===== src/rtl/neuron_seq_ctrl.sv =====
// Single-neuron MAC sequencer: bias preload, N_INPUTS multiply-accumulates, saturating ReLU.
// Define NEURON_ACC_SAT_EN to clamp each accumulate step instead of wrapping.
module neuron_seq_ctrl #(
  parameter int unsigned N_INPUTS = 4,
  parameter int unsigned ADDR_W   = 6
) (
  input  logic              clk,
  input  logic              rst,
  input  logic              start,
  input  logic [20:0]       bias,
  output logic              rd_en,
  output logic [ADDR_W-1:0] x_addr,
  output logic [ADDR_W-1:0] w_addr,
  input  logic [7:0]        x_data,
  input  logic [7:0]        w_data,
  output logic              busy,
  output logic              done,
  output logic [20:0]       acc_out,
  output logic [7:0]        y
);

  typedef enum logic [2:0] {StIdle, StRead, StDrain, StAct, StDone} state_e;

  localparam logic [ADDR_W-1:0] LastAddr = ADDR_W'(N_INPUTS - 1);

  state_e              state_q;
  logic [ADDR_W-1:0]   addr_q;
  logic                valid_q;
  logic signed [20:0]  acc_q;

  logic signed [16:0]  x_ext;
  logic signed [16:0]  w_ext;
  logic signed [16:0]  prod;
  logic signed [20:0]  prod_ext;
  logic signed [20:0]  sum;
  logic signed [20:0]  acc_next;
  logic [7:0]          relu_y;

  assign x_addr = addr_q;
  assign w_addr = addr_q;

  // Activation is unsigned, so it is zero-extended before the signed multiply.
  always_comb begin
    x_ext    = {9'b0, x_data};
    w_ext    = {{9{w_data[7]}}, w_data};
    prod     = x_ext * w_ext;
    prod_ext = {{4{prod[16]}}, prod};
    sum      = acc_q + prod_ext;
`ifdef NEURON_ACC_SAT_EN
    if ((acc_q[20] == prod_ext[20]) && (sum[20] != acc_q[20])) begin
      acc_next = acc_q[20] ? 21'sh100000 : 21'sh0FFFFF;
    end else begin
      acc_next = sum;
    end
`else
    acc_next = sum;
`endif
  end

  always_comb begin
    relu_y = 8'd0;
    if (acc_q[20]) begin
      relu_y = 8'd0;
    end else if (acc_q[19:0] > 20'd127) begin
      relu_y = 8'd127;
    end else begin
      relu_y = {1'b0, acc_q[6:0]};
    end
  end

  always_ff @(posedge clk) begin
    if (rst) begin
      state_q <= StIdle;
      addr_q  <= '0;
      valid_q <= 1'b0;
      acc_q   <= '0;
      rd_en   <= 1'b0;
      busy    <= 1'b0;
      done    <= 1'b0;
      acc_out <= '0;
      y       <= '0;
    end else begin
      done    <= 1'b0;
      // Memory data arrives one cycle after the read strobe.
      valid_q <= rd_en;
      if (valid_q) begin
        acc_q <= acc_next;
      end
      case (state_q)
        StIdle: begin
          if (start) begin
            acc_q   <= bias;
            addr_q  <= '0;
            rd_en   <= 1'b1;
            busy    <= 1'b1;
            state_q <= StRead;
          end
        end
        StRead: begin
          if (addr_q == LastAddr) begin
            rd_en   <= 1'b0;
            addr_q  <= '0;
            state_q <= StDrain;
          end else begin
            addr_q <= addr_q + 1'b1;
          end
        end
        StDrain: begin
          state_q <= StAct;
        end
        StAct: begin
          acc_out <= acc_q;
          y       <= relu_y;
          done    <= 1'b1;
          state_q <= StDone;
        end
        StDone: begin
          busy    <= 1'b0;
          state_q <= StIdle;
        end
        default: begin
          state_q <= StIdle;
        end
      endcase
    end
  end

endmodule


===== config.mk =====
export PLATFORM = sky130hd
export DESIGN_NAME = neuron_seq_ctrl
export DESIGN_NICKNAME = d
export VERILOG_FILES = /design/src/rtl/neuron_seq_ctrl.sv
export SDC_FILE = /design/constraint.sdc
export NUM_CORES = 1
export LEC_CHECK = 0
export CORE_MARGIN = 4
export CORE_UTILIZATION = 45
export DETAILED_ROUTE_END_ITERATION = 10
export PLACE_DENSITY_LB_ADDON = 0.15
export SKIP_LAST_GASP = 1
export SLEW_MARGIN = 20
export SYNTH_ARGS = -nofsm -noshare
export SYNTH_HDL_FRONTEND = slang
export SYNTH_SLANG_ARGS = --single-unit

===== constraint.sdc =====
create_clock -name clk -period 14.3 [get_ports clk]
set_input_delay 2.86 -clock clk [delete_from_list [all_inputs] [get_ports clk]]
set_output_delay 2.86 -clock clk [all_outputs]
set_load 0.005 [all_outputs]

; ---- After elaboration in Yosys (flattened, before gate mapping)
; Cells that the tools add are included.
[classes]
add_sub_neg = 2
multipliers = 1
magnitude_cmp = 1
eq_ne = 7
mux = 16
reduce_logical = 7
[op_table]
columns = operator, n
row1 = two-way mux 21 bit, 3
row2 = adder 21 x 17 -> 21 bit, 1
row3 = > comparator 20 x 7 -> 1 bit (second input constant), 1
row4 = multiplier 9 x 8 -> 17 bit, 1
row5 = two-way mux 7 bit, 2
row6 = two-way mux 6 bit, 2
row7 = case mux 3 bit (4 select lines), 1
row8 = case mux 6 bit (2 select lines), 1
row9 = adder 6 x 1 -> 6 bit (second input constant), 1
row10 = equality test 3 x 2 -> 1 bit (second input constant), 2
row11 = equality test 6 x 2 -> 1 bit (second input constant), 1
row12 = two-way mux 3 bit, 2
row13 = AND reduction 2 bit, 3
row14 = != test 2 bit (second input constant), 2
row15 = case mux 1 bit (2 select lines), 2
row16 = nonzero test 2 bit, 2
row17 = equality test 3 x 1 -> 1 bit (second input constant), 1
row18 = equality test 3 bit (second input constant), 1
row19 = logical NOT 3 bit, 1
row20 = two-way mux 1 bit, 3
row21 = AND reduction 3 bit, 1
[totals]
register_bits = 63
in_bits = 40
out_inout_bits = 44
elab_cells = 43

; ---- Logic depth before layout (Yosys ltp)
[depth]
ltp_word = 5
mapped_depth = 19

; ---- Least setup slack after synthesis
; Ideal clock, no wire load.
[synth_path]
kind = input to register
start = input port w_data[1]
end = register acc_q[13]
arrival_ps = 7131
t_required_ps = 14166
slack_ps = 7035
path_stages = 16
n_path_buf = 1
cell_sequence = clkbuf_1 nand2_1 fa_1 inv_1 fa_1 fa_1 fa_1 fa_1 ha_1 a21o_1 a21oi_2 o21ai_2 a21bo_2 mux2_4 o21ai_1 a311oi_1
[synth_between]
elab_chain_len = 5
[synth_lines]
columns = item, line_no
row1 = from (decl), 15  ; input logic [7:0] w_data,
row2 = multiplier 9 x 8 -> 17 bit *, 46  ; prod = x_ext * w_ext;
row3 = adder 21 x 17 -> 21 bit *, 48  ; sum = acc_q + prod_ext;
row4 = two-way mux 21 bit *, 86  ; if (valid_q) begin
row5 = two-way mux 21 bit, 91  ; if (start) begin
row6 = two-way mux 21 bit *, 89  ; case (state_q)
row7 = to (signal assigned), 87  ; acc_q <= acc_next;
row8 = to (signal assigned), 92  ; acc_q <= bias;
row9 = to (decl), 29  ; logic signed [20:0] acc_q;
; Mark *: on every way between the ends. The rest lies on a longest branch, timed or not.
; A chain may end at the register's enable or synchronous reset.

; ---- Final worst setup path
[layout_path]
start = input port w_data[7]
end = register acc_q[13]
; The elaborated chain is that of the path after synthesis.

==> reports/metrics.yaml <==
pwr:
  pwr_density_cell_mw_per_mm2: 147
  power.leakage_nw: 3.00
  ir_worst_vdd_mv: 0.0844
sta:
  period_share_pct: 54.8
  rsz0062_at_grt: "false"
  fin_crit_ns: 7.83
  final-hold-violation-count: 0
  whs_ns: 0.456
  setup_viol: 0
  finClkSkew_ns: 0.00593
  slew_headroom_pct: 47.6
  timing.setup.tns_ns: 0
  fin_ws_ns: 6.47
  max_freq_mhz: 128
  tightestPinTransition_ns: 0.786
  slew_viol_final: 0
placed_design:
  pre_cts_slack_ns: 6.11
  io_buffers: 82
  place_area_mm2: 0.00642
  dp_hpwl_um: 10400
  gp_congestion: 0.852
global_route:
  grt_max_degree: 63
  grt_pass1_vias: 4836
  grt_usage_pct: 19.8
  grt_overflow: 0
  grt_pass1_wl_um: 23200
  antenna_found_initial: 0
clock_network:
  holdBufCountCts: 0
  cts_made_buffers: 9
  cts-resized-gates: 0
  cts_max_level: 3
  clk_latency_ns: 0.33
  cts.sinks: 62
  clockBufferDepth: 2
  cts_root_buffer: "clkbuf_16"
  clk_pin_slew_ns: 0.05
  tritoncts: "done"
  post_cts_buffers: 0
logic_synthesis:
  synth_edf_count: 0
  ys_seq_area_share_pct: 22.2
  synth-main-ff-cell: "dfxtp_1"
  yosysWarnings: 0
  synth-async-reset-ratio_pct: 0
  netlist.top_cell.by_area: "dfxtp_1"
  synth_seq_cells: 62
  yosysUniqueCellTypes: 52
  syn_inst: 647
  synth_area_mm2: 0.00558
  synth_area_leaders: "dfxtp_1 22%, fa_1 18%, ha_1 15%, nand2_1 6.1%, a21oi_1 4.4%"
  synth_nets: 803
  yosysTopAreaCellShare_pct: 22.2
  syn_avg_cell_area_um2: 8.62
floorplanning:
  die_area_mm2: 0.0142
  num_rows: 40
  start_util_pct: 46.3
  io_pins: 84
  core_mm2: 0.0121
  fp.dieH_um: 119
  die_x_um: 119
routing:
  dr.pass1.iters: 4
  wl_per_cell_um: 15.1
  drt_iter0_drc: 268
  via_count: 4591
  via_per_inst: 5.23
  routed_wl_um: 13300
  drc: 0
  postRouteAntennaNets: 0
worst_setup_path:
  worstPathArrival_ns: 8.00
  crit_type: "in2reg"
  cp_max_fo: 9
  endpoint_kind: "flop"
  required_ns: 14.46
  worstSetupStartpointType: "primary input"
layout:
  nets: 861
  design_area_mm2: 0.00678
  final_cell_mix: "91 x nand2_1, 81 x clkdlybuf4s50_1, 65 x ha_1"
  n_antenna_cell: 0
  drive_gt1_share_pct: 4.93
  syn2layout_area_growth_pct: 21.5
  final_common_cell: "nand2_1"
  fill_cells: 1098
job:
  maxCapViolCount: 0
worst_hold_path:
  hold_class: "reg2reg"
status:
  status: "finished, final reports clean"
-- sequential cells by signal (all words and copies together) (netlist names) --
signal and flops:
valid_q 1, state_q 3, acc_out 21, rd_en 1, acc_q 21, y 7
done 1, busy 1, w_addr 6
-- worst max-delay path, stage by stage --
cell and delay [ns]:
clkdlybuf4s50_1 0.71, inv_1 0.23, fa_1 0.57, inv_1 0.05, fa_1 0.51, fa_1 0.44, fa_1 0.58, fa_1 0.42
ha_1 0.38, a21o_1 0.22, a21oi_2 0.14, o21ai_2 0.09, a21bo_2 0.26, mux2_4 0.30, o21ai_1 0.13, a311oi_1 0.10
-- cell families after synthesis --
| family | after synthesis | share of synthesized area, % |
|---|---|---|
| xor gates and xnor gates | 18 | 2.83 |
| buffers and inverters | 98 | 7.65 |
| DFF | 62 | 22.2 |
| other | 1 | 0.0672 |
| AOI/OAI and AO/OA | 105 | 12.1 |
| muxes | 15 | 2.78 |
| and+or+nand+nor | 232 | 19.5 |
| adders and majority gates | 116 | 32.9 |
-- metrics by stage --
stage	cells	util, %	power (mW)
after floorplan	647	-	0.636
after global placement	862	53.3	0.734
after detailed placement	862	53.3	0.747
after CTS	878	56.2	1.01
after global routing	878	56.2	1.10
final	878	56.2	0.998
-- power breakdown --
group / total (mW) / switching, mW / internal (mW)
Combinational: 0.548 / 0.306 / 0.242
Clock: 0.252 / 0.0757 / 0.176
Sequential: 0.198 / 0.0147 / 0.183
Total: 0.998 / 0.396 / 0.602
-- cell usage after synthesis (all sizes together), types with 3 or more instances --
cell and n:
nand2 91, ha 65, dfxtp 62, inv 61, nor2 58, fa 51
a21oi 50, and2 32, buf 20, clkbuf 17, a211oi 16, o21ai 16
mux2i 14, nor3 12, xnor2 9, xor2 9, a311oi 6, and3 6
nand2b 6, nand3 6, o211ai 5, a21o 4, nor4 4, or3 4
nand4 3, nor3b 3
-- layer usage --
layer / vias to the layer above / part of all wire [%] / GRT usage (%)
li1: 2260 / - / -
met1: 2220 / 44 / 24.6
met2: 94 / 51 / 34.9
met3: 17 / 3.7 / 4.84
met4: 0 / 1.4 / 4.08
met5: - / 0 / 0
-- area by class of cell --
class                   instances  area (um^2)  share of cell area (%)
repair buffers                 84          833                    12.3
well taps                     168          210                    3.10
clock inverters                 2         60.1                   0.886
flip-flops and latches         62         1240                    18.3
multi-input cells             487         3910                    57.7
inverters                      61          229                    3.38
clock buffers                  14          294                    4.34
-- worst paths after layout --
| check | startpoint | end | slack [ns] | cells after the start |
|---|---|---|---|---|
| worst max-delay path | w_data[7] | acc_q[13] | 6.47 | 16 |
| worst min-delay path | acc_out[4] | acc_out[4] | 0.46 | 2 |
| worst max register to register | acc_q[6] | acc_q[13] | 9.52 | 17 |
| worst min register to register | acc_out[4] | acc_out[4] | 0.46 | 2 |
Note: power is estimated with default switching activity, not from simulation.
